File: src/rtl/alu_pkg.sv
// Shared types and helpers for the serial ALU front end: frame layout,
// arbiter state encoding and the CRC4 used on command packets.
package alu_pkg;

    localparam logic DATA_TYPE      = 1'b0;
    localparam logic CMD_TYPE       = 1'b1;
    localparam int   FRAME_BITS     = 11;
    localparam int   TX_FRAMES      = 9;
    localparam int   RX_DATA_FRAMES = 4;

    typedef enum logic [2:0] {
        IDLE,
        TX,
        RX_WAIT,
        RX,
        RESP
    } arb_state_t;

    // CRC4, polynomial x^4+x+1, data consumed MSB first.
    function automatic logic [3:0] crc4_calc(input logic [67:0] data, input logic [3:0] init);
        logic [3:0] crc;
        logic       fb;
        crc = init;
        for (int i = 67; i >= 0; i--) begin
            fb  = crc[3] ^ data[i];
            crc = {crc[2:0], 1'b0} ^ {2'b00, fb, fb};
        end
        return crc;
    endfunction

endpackage

File: src/rtl/alu_frame_shifter.sv
// 11-bit frame serializer and deserializer: start(0), type, d[7:0], stop(1).
// The stop-bit strobes let the owner chain frames back to back.
module alu_frame_shifter
    import alu_pkg::*;
(
    input  logic       clk,
    input  logic       rst_n,
    input  logic       tx_load,
    input  logic       tx_type,
    input  logic [7:0] tx_payload,
    output logic       tx_bit,
    output logic       tx_frame_done,
    input  logic       rx_start,
    input  logic       rx_bit,
    output logic       rx_frame_done,
    output logic       rx_stop_ok,
    output logic       rx_type,
    output logic [7:0] rx_payload
);

    localparam int CW = $clog2(FRAME_BITS);
    localparam logic [CW-1:0] LAST_BIT = CW'(FRAME_BITS - 1);

    logic [FRAME_BITS-1:0] tx_shift_reg;
    logic [CW-1:0]         tx_cnt_reg;
    logic                  tx_busy_reg;
    logic [8:0]            rx_shift_reg;
    logic [CW-1:0]         rx_cnt_reg;
    logic                  rx_busy_reg;

    always_ff @(posedge clk or negedge rst_n) begin
        if (!rst_n) begin
            tx_shift_reg <= '1;
            tx_cnt_reg   <= '0;
            tx_busy_reg  <= 1'b0;
        end else if (tx_load) begin
            tx_shift_reg <= {1'b0, tx_type, tx_payload, 1'b1};
            tx_cnt_reg   <= '0;
            tx_busy_reg  <= 1'b1;
        end else if (tx_busy_reg) begin
            tx_shift_reg <= {tx_shift_reg[FRAME_BITS-2:0], 1'b1};
            tx_cnt_reg   <= tx_cnt_reg + CW'(1);
            if (tx_cnt_reg == LAST_BIT) begin
                tx_busy_reg <= 1'b0;
            end
        end
    end

    assign tx_bit        = tx_busy_reg ? tx_shift_reg[FRAME_BITS-1] : 1'b1;
    assign tx_frame_done = tx_busy_reg && (tx_cnt_reg == LAST_BIT);

    // The start bit is consumed by whoever raises rx_start, so counting begins at 1.
    always_ff @(posedge clk or negedge rst_n) begin
        if (!rst_n) begin
            rx_shift_reg <= '0;
            rx_cnt_reg   <= '0;
            rx_busy_reg  <= 1'b0;
        end else if (rx_start) begin
            rx_cnt_reg  <= CW'(1);
            rx_busy_reg <= 1'b1;
        end else if (rx_busy_reg) begin
            rx_cnt_reg <= rx_cnt_reg + CW'(1);
            if (rx_cnt_reg == LAST_BIT) begin
                rx_busy_reg <= 1'b0;
            end else begin
                rx_shift_reg <= {rx_shift_reg[7:0], rx_bit};
            end
        end
    end

    assign rx_frame_done = rx_busy_reg && (rx_cnt_reg == LAST_BIT);
    assign rx_stop_ok    = rx_bit;
    assign rx_type       = rx_shift_reg[8];
    assign rx_payload    = rx_shift_reg[7:0];

endmodule

File: src/rtl/alu_serial_arbiter.sv
// Round-robin front end sharing one serial ALU between N_REQ requesters:
// sends a 9-frame command packet on sin and collects the reply from sout.
module alu_serial_arbiter
    import alu_pkg::*;
#(
    parameter int N_REQ   = 2,
    parameter int TIMEOUT = 1023
) (
    input  logic                  clk,
    input  logic                  rst_n,
    input  logic [N_REQ-1:0]      req_valid,
    output logic [N_REQ-1:0]      req_ready,
    input  logic [N_REQ*32-1:0]   req_a,
    input  logic [N_REQ*32-1:0]   req_b,
    input  logic [N_REQ*3-1:0]    req_op,
    output logic [N_REQ-1:0]      rsp_valid,
    input  logic [N_REQ-1:0]      rsp_ready,
    output logic [31:0]           rsp_c,
    output logic [7:0]            rsp_ctl,
    output logic                  rsp_timeout,
    output logic                  sin,
    input  logic                  sout
);

    localparam int IW = (N_REQ > 1) ? $clog2(N_REQ) : 1;
    localparam int TW = $clog2(TIMEOUT + 1);

    arb_state_t      state_reg, state_next;
    logic [IW-1:0]   rr_ptr_reg, gnt_reg;
    logic [31:0]     a_reg, b_reg;
    logic [2:0]      op_reg;
    logic [3:0]      crc_reg;
    logic [3:0]      tx_idx_reg;
    logic [2:0]      rx_idx_reg;
    logic [TW-1:0]   to_cnt_reg;
    logic [31:0]     rsp_c_reg;
    logic [7:0]      rsp_ctl_reg;
    logic            rsp_timeout_reg;

    logic            grant_found;
    logic [IW-1:0]   grant_idx;
    int              grant_cand;
    logic [31:0]     sel_a, sel_b;
    logic [2:0]      sel_op;
    logic [3:0]      sel_crc;
    logic [3:0]      tx_next_idx;
    logic            tx_load, tx_type, tx_bit, tx_frame_done;
    logic [7:0]      tx_payload;
    logic            rx_start, rx_frame_done, rx_stop_ok, rx_type, rx_final;
    logic [7:0]      rx_payload;
    logic            grant_fire, resp_active, wait_expired;

    function automatic logic [7:0] tx_byte(input logic [3:0] n, input logic [31:0] a,
                                           input logic [31:0] b, input logic [2:0] op,
                                           input logic [3:0] crc);
        logic [63:0] word;
        word = {b, a};
        if (n < 4'(TX_FRAMES - 1)) begin
            return word[63 - 8*int'(n) -: 8];
        end
        return {1'b0, op, crc};
    endfunction

    // First valid requester at or after rr_ptr, wrapping around.
    always_comb begin
        grant_found = 1'b0;
        grant_idx   = '0;
        grant_cand  = 0;
        for (int k = 0; k < N_REQ; k++) begin
            grant_cand = int'(rr_ptr_reg) + k;
            if (grant_cand >= N_REQ) begin
                grant_cand = grant_cand - N_REQ;
            end
            if (!grant_found && req_valid[grant_cand]) begin
                grant_found = 1'b1;
                grant_idx   = IW'(grant_cand);
            end
        end
    end

    assign sel_a   = req_a[32*grant_idx +: 32];
    assign sel_b   = req_b[32*grant_idx +: 32];
    assign sel_op  = req_op[3*grant_idx +: 3];
    assign sel_crc = crc4_calc({sel_b, sel_a, 1'b1, sel_op}, 4'h0);

    // Frame 0 is loaded on the grant edge straight from the requester's inputs.
    assign tx_next_idx = (state_reg == IDLE) ? 4'd0 : tx_idx_reg + 4'd1;
    assign tx_payload  = (state_reg == IDLE) ? tx_byte(4'd0, sel_a, sel_b, sel_op, sel_crc)
                                             : tx_byte(tx_next_idx, a_reg, b_reg, op_reg, crc_reg);
    assign tx_type     = (tx_next_idx == 4'(TX_FRAMES - 1)) ? CMD_TYPE : DATA_TYPE;

    assign rx_final     = ((rx_idx_reg == 3'd0) && (rx_type == CMD_TYPE)) ||
                          (rx_idx_reg == 3'(RX_DATA_FRAMES));
    assign wait_expired = sout && (to_cnt_reg == TW'(TIMEOUT - 1));

    alu_frame_shifter u_shifter (
        .clk           (clk),
        .rst_n         (rst_n),
        .tx_load       (tx_load),
        .tx_type       (tx_type),
        .tx_payload    (tx_payload),
        .tx_bit        (tx_bit),
        .tx_frame_done (tx_frame_done),
        .rx_start      (rx_start),
        .rx_bit        (sout),
        .rx_frame_done (rx_frame_done),
        .rx_stop_ok    (rx_stop_ok),
        .rx_type       (rx_type),
        .rx_payload    (rx_payload)
    );

    always_ff @(posedge clk or negedge rst_n) begin
        if (!rst_n) begin
            state_reg <= IDLE;
        end else begin
            state_reg <= state_next;
        end
    end

    always_comb begin
        state_next = state_reg;
        case (state_reg)
            IDLE:    if (grant_found) state_next = TX;
            TX:      if (tx_frame_done && tx_idx_reg == 4'(TX_FRAMES - 1)) state_next = RX_WAIT;
            RX_WAIT: if (!sout) state_next = RX;
                     else if (wait_expired) state_next = RESP;
            RX:      if (rx_frame_done) state_next = (!rx_stop_ok || rx_final) ? RESP : RX_WAIT;
            RESP:    if (rsp_ready[gnt_reg]) state_next = IDLE;
            default: state_next = IDLE;
        endcase
    end

    always_comb begin
        grant_fire  = (state_reg == IDLE) && grant_found;
        resp_active = (state_reg == RESP);
        tx_load     = grant_fire ||
                      ((state_reg == TX) && tx_frame_done && tx_idx_reg != 4'(TX_FRAMES - 1));
        rx_start    = (state_reg == RX_WAIT) && !sout;
        sin         = (state_reg == TX) ? tx_bit : 1'b1;
    end

    for (genvar gi = 0; gi < N_REQ; gi++) begin : g_onehot
        assign req_ready[gi] = grant_fire && (grant_idx == IW'(gi));
        assign rsp_valid[gi] = resp_active && (gnt_reg == IW'(gi));
    end

    always_ff @(posedge clk or negedge rst_n) begin
        if (!rst_n) begin
            rr_ptr_reg      <= '0;
            gnt_reg         <= '0;
            a_reg           <= '0;
            b_reg           <= '0;
            op_reg          <= '0;
            crc_reg         <= '0;
            tx_idx_reg      <= '0;
            rx_idx_reg      <= '0;
            to_cnt_reg      <= '0;
            rsp_c_reg       <= '0;
            rsp_ctl_reg     <= '0;
            rsp_timeout_reg <= 1'b0;
        end else begin
            to_cnt_reg <= (state_reg == RX_WAIT) ? to_cnt_reg + TW'(1) : '0;
            case (state_reg)
                IDLE: if (grant_found) begin
                    a_reg           <= sel_a;
                    b_reg           <= sel_b;
                    op_reg          <= sel_op;
                    crc_reg         <= sel_crc;
                    gnt_reg         <= grant_idx;
                    rr_ptr_reg      <= (grant_idx == IW'(N_REQ - 1)) ? '0 : grant_idx + IW'(1);
                    tx_idx_reg      <= '0;
                    rx_idx_reg      <= '0;
                    rsp_c_reg       <= '0;
                    rsp_ctl_reg     <= '0;
                    rsp_timeout_reg <= 1'b0;
                end
                TX: if (tx_frame_done) tx_idx_reg <= tx_idx_reg + 4'd1;
                RX_WAIT: if (wait_expired) begin
                    rsp_timeout_reg <= 1'b1;
                    rsp_c_reg       <= '0;
                    rsp_ctl_reg     <= '0;
                end
                RX: if (rx_frame_done) begin
                    if (!rx_stop_ok) begin
                        rsp_timeout_reg <= 1'b1;
                        rsp_c_reg       <= '0;
                        rsp_ctl_reg     <= '0;
                    end else if (rx_final) begin
                        rsp_ctl_reg <= rx_payload;
                    end else begin
                        rsp_c_reg  <= {rsp_c_reg[23:0], rx_payload};
                        rx_idx_reg <= rx_idx_reg + 3'd1;
                    end
                end
                default: ;
            endcase
        end
    end

    assign rsp_c       = rsp_c_reg;
    assign rsp_ctl     = rsp_ctl_reg;
    assign rsp_timeout = rsp_timeout_reg;

endmodule

File: config.mk
export PLATFORM = sky130hd
export DESIGN_NAME = alu_serial_arbiter
export DESIGN_NICKNAME = d
export VERILOG_FILES = /design/src/rtl/alu_pkg.sv /design/src/rtl/alu_frame_shifter.sv /design/src/rtl/alu_serial_arbiter.sv
export SDC_FILE = /design/constraint.sdc
export NUM_CORES = 1
export LEC_CHECK = 0
export CAP_MARGIN = 20
export CORE_ASPECT_RATIO = 0.5
export CORE_UTILIZATION = 53
export DETAILED_ROUTE_END_ITERATION = 8
export PLACE_DENSITY = 0.81
export SLEW_MARGIN = 15
export SYNTH_ARGS = -nofsm -noshare
export SYNTH_HDL_FRONTEND = slang
export SYNTH_SLANG_ARGS = --single-unit
File: constraint.sdc
create_clock -name clk -period 8.1 [get_ports clk]
set_clock_uncertainty 0.15 [all_clocks]
set_input_delay 2.43 -clock clk [delete_from_list [all_inputs] [get_ports clk]]
set_output_delay 2.43 -clock clk [all_outputs]
set_load 0.02 [all_outputs]
==> flow_summary_export.csv, run 1 <==
group,metric,value,unit
run_status,outcome,"completed",
cells_and_area,diodes,0,
drt,routed_wl,26200,um
critical_path,cpLargestDelayFamily,"buffers and inverters",
yosys,postSynthAreaPerCell,9.63,um^2
sta,min_period,6.73,ns
drt,ant_nets,0,
critical_path,critical_path.slowest_cell,"clkdlybuf4s50_1",
critical_path,critPathBufInv,3,
yosys,ys_seq_elements,163,
clock_tree,cts_max_level,4,
cells_and_area,syn_to_final_growth,27.1,%
yosys,synth_warnings,0,
critical_path,worstPathArrival,4.15,ns
floorplan,dieWidth,196,um
flow_run,cap_violations,0,
yosys,synth_cell_types,54,
floorplan,die_area,19500,um^2
sta,clock.fmax,0.149,GHz
floorplan,start_util,54.3,%
grt,grt_pass1_vias,8164,
drt,wire_per_inst,17.8,um
placed_design,io_buffers,186,
sta,rsz0062_at_grt,"no",
drt,via_per_inst,5.60,
power,p_leak,5.56,nW
cells_and_area,fin_nets,1351,
critical_path,critPathMaxFanout,7,
sta,setup_viol_count_final,0,
clock_tree,root_buffer,"clkbuf_16",
critical_path,timing.rr.start,"rr_ptr_reg",
critical_path,crit_chain,"clkdlybuf4s50_1 > nor2_1 > nor2b_1 > buf_4 > and2_1 > clkdlybuf4s50_1",
clock_tree,postCtsSetupRepairBufs,0,
power,ir_worst_vdd,309,uV
clock_tree,tritoncts,"done",
clock_tree,postCtsHoldBufs,0,
floorplan,io_pins,187,
sta,min_period_over_period,83.0,%
clock_tree,cts.sinks,163,
critical_path,critical_path_class,"in2out",
grt,antenna_found_initial,0,
critical_path,startpoint,"req_valid[1]",
clock_tree,clockBufferDepth,2,
critical_path,critPathLaunchType,"input port",
clock_tree,clk_latency,0.44,ns
grt,grt_max_degree,102,
drt,drtIter0Drc,709,
floorplan,die_h,99.2,um
sta,maxSlewViolCount,0,
critical_path,cp_slowest_stage_delay,0.61,ns
worst_hold_path,worstHoldStart,"u_shifter.tx_cnt_reg[3]",
grt,grt_usage,28.1,%
sta,fin_setup_tns,0,ns
placed_design,place_hpwl,19400,um
worst_hold_path,hp-class,"reg2reg",
cells_and_area,area.sequential,4090,um^2
yosys,synth_edf_count,0,
power,power_density,368,nW/um^2
floorplan,num_rows,35,
grt,grt_pass1_wl,42600,um
yosys,syn_area,10000,um^2
cells_and_area,fillers,1393,
clock_tree,cts_buffers,17,
sta,maxSlewHeadroom,37.8,%
sta,hold_violations,0,
yosys,synthesis.nets,1190,
drt,first_pass_iters,7,
critical_path,crit_top_cell,"clkdlybuf4s50_1",
clock_tree,path_clk_slew,0.06,ns
cells_and_area,multiInputGateArea,5680,um^2
placed_design,routabilityCongestion,0.901,
drt,drc,0,
yosys,synthArstFlopShare,100,%
floorplan,core_area,18400,um^2
critical_path,critPathCaptureType,"output port",
clock_tree,cts_resized,0,
grt,grt-ovfl-total,0,
critical_path,worst_ep_required_time,5.52,ns
yosys,synth_seq_area_share,40.9,%
yosys,syn_inst,1039,
sta,whs,0.321,ns
yosys,synth_flop_cell,"dfrtp_1",
cells_and_area,drive_above_1_share,6.76,%
sta,worstMarginPinSlew,0.933,ns
drt,vias,8245,
final timing paths:
check | to | cells after the start | slack [ns]
setup / recovery | req_ready[0] | 6 | 1.37
hold / removal | u_shifter.tx_cnt_reg[3] | 1 | 0.32
setup reg to reg | crc_reg[0] | 9 | 4.43
hold reg to reg | u_shifter.tx_cnt_reg[3] | 1 | 0.32
max in group asynchronous | op_reg[0] | 2 | 4.48
min in group asynchronous | rsp_c[31] | 1 | 1.91
per-stage QoR:
stage | setup WS [ns] | power [W] | instance area (um^2) | utilization [%] | cells
after global placement | 1.39 | 0.00371 | 12100 | 65.6 | 1439
after global routing | 1.27 | 0.00498 | 12700 | 69.0 | 1472
final | 1.37 | 0.00468 | 12700 | 69.0 | 1472
after CTS | 1.37 | 0.00467 | 12700 | 68.9 | 1471
after detailed placement | 1.38 | 0.00380 | 12100 | 65.6 | 1439
after floorplan | 0.708 | 0.00319 | 10000 | - | 1039
report_power, final:
| group | total, W | internal, W | leakage (nW) | switching [W] |
|---|---|---|---|---|
| combinational | 0.00245 | 0.00119 | 3.19 | 0.00127 |
| clock | 0.000856 | 0.000496 | 0.297 | 0.000361 |
| sequential | 0.00137 | 0.00113 | 2.08 | 0.000241 |
| total | 0.00468 | 0.00281 | 5.56 | 0.00187 |
logic make-up (layout without fill, tap and decap cells):
kind of cell	count (synthesis)	count (layout)	share of synthesized area (%)
AND/OR/NAND/NOR	273	273	11.3
AO/OA/AOI/OAI	233	233	13.1
XOR/XNOR	191	191	20.5
flip-flops	163	163	40.9
multiplexers	99	99	10.3
buffers and inverters	70	244	2.64
adder cells (fa/ha/maj)	10	10	1.25
metal layers:
layer | vias up | share of wire (%) | GRT usage (%)
met5 | - | 0 | 0
met4 | 0 | 1.4 | 7.45
met3 | 50 | 6.6 | 5.53
met2 | 292 | 49 | 47.6
met1 | 4004 | 43 | 37.4
li1 | 3899 | - | -
area by class of cell:
cell class	instances	area share (%)
multi-input combinational	806	44.6
sequential	163	32.2
timing repair buffer	199	15.4
clock buffer	18	3.37
tap	259	2.55
clock inverter	14	1.49
inverter	13	0.384
Yosys cell counts (4+ instances only):
master,number,area (um^2)
a31oi_1,4,25.0
nand3_1,13,65.1
o221ai_1,6,52.6
dfrtp_1,153,3830
a21oi_1,37,185
o21ai_0,137,686
xnor2_1,120,1050
and2_1,4,25.0
a32oi_1,4,35.0
nor3_1,7,35.0
o22ai_1,10,62.6
nand2_1,170,638
clkbuf_1,48,180
ha_1,10,125
o21ai_1,8,40.0
mux2_2,8,90.1
nor2_1,56,210
dfstp_2,10,263
inv_1,12,45.0
xor2_1,43,377
a211oi_1,5,37.5
o211ai_1,7,52.6
xnor3_1,21,473
buf_1,8,30.0
mux2i_1,87,871
xnor3_2,4,95.1
placed cells by master (no fill, tap or decap), drive strengths merged, types with 3 or more instances in the layout:
| cell type | count |
|---|---|
| a211oi | 5 |
| and3 | 3 |
| nor2 | 56 |
| o211ai | 7 |
| a32oi | 4 |
| nand4 | 3 |
| a21oi | 37 |
| dfstp | 10 |
| bufinv | 3 |
| a21o | 3 |
| dfrtp | 153 |
| clkbuf | 18 |
| nor3 | 7 |
| buf | 14 |
| nor3b | 3 |
| o21ai | 146 |
| o221ai | 6 |
| nand2 | 170 |
| xor2 | 43 |
| o22ai | 10 |
| xnor3 | 25 |
| xnor2 | 122 |
| a31oi | 4 |
| ha | 10 |
| and2 | 5 |
| inv | 21 |
| mux2i | 89 |
| mux2 | 8 |
| nand3 | 13 |
| clkdlybuf4s50 | 185 |
Note: power is estimated with default switching activity, not from simulation.
==> inputs of run 2 (changes only) <==
--- a/config.mk
+++ b/config.mk
@@ -7,9 +7,9 @@
 export LEC_CHECK = 0
 export CAP_MARGIN = 20
 export CORE_ASPECT_RATIO = 0.5
-export CORE_UTILIZATION = 53
+export CORE_UTILIZATION = 48
 export DETAILED_ROUTE_END_ITERATION = 8
-export PLACE_DENSITY = 0.81
+export PLACE_DENSITY = 0.77
 export SLEW_MARGIN = 15
 export SYNTH_ARGS = -nofsm -noshare
 export SYNTH_HDL_FRONTEND = slang
==> constraint.sdc (replaced) <==
create_clock -name clk -period 5.9 [get_ports clk]
set_clock_uncertainty 0.15 [all_clocks]
set_input_delay 1.77 -clock clk [delete_from_list [all_inputs] [get_ports clk]]
set_output_delay 1.77 -clock clk [all_outputs]
set_load 0.02 [all_outputs]
==> run 2 against run 1 <==
Against the previous run:
- worst hold slack improved by 0.014 ns
- clock power increased by 27%
- critical path type unchanged
- sequential cell count stayed put
- largest cell class unchanged
- sequential share of layout area about the same
- the flow now finishes with violations (design-rule violations)
- register-to-register slack got worse by 2.0 ns
- power is 37% higher
==> flow_summary_export.csv, run 2 (synthesis gave the netlist of run 1 again) <==
group,metric,value,unit
run_status,outcome,"finished, violations left",
run_status,violations,"design-rule violations",
power,p_leak,5.56,nW
sta,maxSlewViolCount,0,
cells_and_area,final_cells,1482,
worst_hold_path,hp-class,"reg2reg",
floorplan,die_h,104,um
sta,min_period_over_period,90.2,%
drt,wire_per_inst,17.3,um
sta,rsz0062_at_grt,"no",
floorplan,core_area,20000,um^2
cells_and_area,layout_commonest_cell,"clkdlybuf4s50_1",
placed_design,place_hpwl,19600,um
grt,antenna_found_initial,0,
floorplan,dieWidth,206,um
clock_tree,postCtsHoldBufs,0,
cells_and_area,most-common-layout-cells,"clkdlybuf4s50_1 (185), nand2_1 (170), dfrtp_1 (153), o21ai_0 (137), xnor2_1 (120)",
placed_design,dp.cells,1450,
sta,maxSlewHeadroom,35.0,%
sta,setup_viol_count_final,0,
floorplan,num_rows,36,
cells_and_area,syn_to_final_growth,27.0,%
grt,grt_usage,24.9,%
drt,ant_nets,0,
sta,min_period,5.32,ns
critical_path,critPathCaptureType,"output port",
grt,grt_pass1_vias,8207,
drt,drtIter0Drc,683,
cells_and_area,diodes,0,
drt,first_pass_iters,7,
clock_tree,clockBufferDepth,2,
critical_path,worstPathArrival,3.40,ns
clock_tree,cts.sinks,163,
clock_tree,cts_buffers,17,
flow_run,cap_violations,0,
critical_path,critical_path_class,"in2out",
floorplan,start_util,50.2,%
placed_design,io_buffers,186,
grt,grt-ovfl-total,0,
clock_tree,cts_max_level,4,
critical_path,critPathLaunchType,"input port",
drt,via_per_inst,5.47,
floorplan,io_pins,187,
power,ir_worst_vdd,398,uV
floorplan,die_area,21500,um^2
placed_design,routabilityCongestion,0.875,
clock_tree,root_buffer,"clkbuf_16",
cells_and_area,drive_above_1_share,6.99,%
clock_tree,tritoncts,"done",
grt,grt_max_degree,109,
sta,hold_violations,0,
sta,clock.fmax,0.188,GHz
drt,drc,20,
critical_path,reg2reg_depth,10,
cells_and_area,fin_nets,1354,
clock_tree,cts_resized,0,
grt,grt_pass1_wl,41900,um
drt,vias,8113,
clock_tree,postCtsSetupRepairBufs,0,
cells_and_area,fillers,1589,
drt,routed_wl,25700,um
power,power_density,503,nW/um^2
clock_tree,path_clk_slew,0.07,ns
critical_path,worst_ep_required_time,3.98,ns
sta,fin_setup_tns,0,ns
sta,worstMarginPinSlew,0.974,ns
critical_path,critPathMaxFanout,4,
clock_tree,clk_latency,0.43,ns
worst_hold_path,hold_depth,2,
## run 2: cell count changes in the layout (fill, tap and decap cells not counted), sizes merged
cell	delta
buf	+3
bufinv	-3
inv	+3
## run 2: final cells by class
| type | instances | area (um^2) | area share [%] |
|---|---|---|---|
| Timing Repair Buffer | 202 | 2000 | 15.7 |
| Tap cell | 266 | 333 | 2.62 |
| Multi-Input combinational cell | 806 | 5680 | 44.6 |
| Inverter | 13 | 48.8 | 0.384 |
| Clock buffer | 18 | 439 | 3.45 |
| Sequential cell | 163 | 4090 | 32.2 |
| Clock inverter | 14 | 131 | 1.03 |
## run 2: final timing paths
path / startpoint / to / slack, ns
max: req_valid[1] / req_ready[0] / 0.58
min: rsp_c[26] / rsp_c[26] / 0.33
max reg2reg: rr_ptr_reg / crc_reg[0] / 2.42
min reg2reg: rsp_c[26] / rsp_c[26] / 0.33
max in group asynchronous: rst_n / u_shifter.tx_shift_reg[9] / 3.26
min in group asynchronous: rst_n / rsp_c[1] / 1.32
## run 2: worst max-delay path, stage by stage
cell,delay (ns)
clkdlybuf4s50_1,0.62
nor2_1,0.11
nor2b_1,0.16
and2_1,0.15
clkdlybuf4s50_1,0.60
## run 2: where the power goes
part	total (W)	switching, W	internal (W)
clock network	0.00109	0.000517	0.000574
registers	0.00187	0.000322	0.00155
logic	0.00343	0.00179	0.00164
## run 2: per-layer routing
| metal | GRT usage [%] | wire length, um |
|---|---|---|
| met1 | 33.3 | 11600 |
| met2 | 41.5 | 12200 |
| met3 | 4.45 | 1560 |
| met4 | 6.67 | 401 |
| met5 | 0 | 0 |
## run 2: per-stage QoR
step                      cell area [um^2]  total power [W]  hold WS (ns)  setup slack (ns)  util, %
after floorplan                      10000          0.00437         0.292             0.150        -
after global placement               12100          0.00512         0.314             0.406     60.9
after detailed placement             12100          0.00527         0.320             0.310     60.9
after CTS                            12700          0.00640         0.336             0.592     63.7
after global routing                 12700          0.00683         0.350             0.519     63.7
final                                12700          0.00639         0.334             0.581     63.7
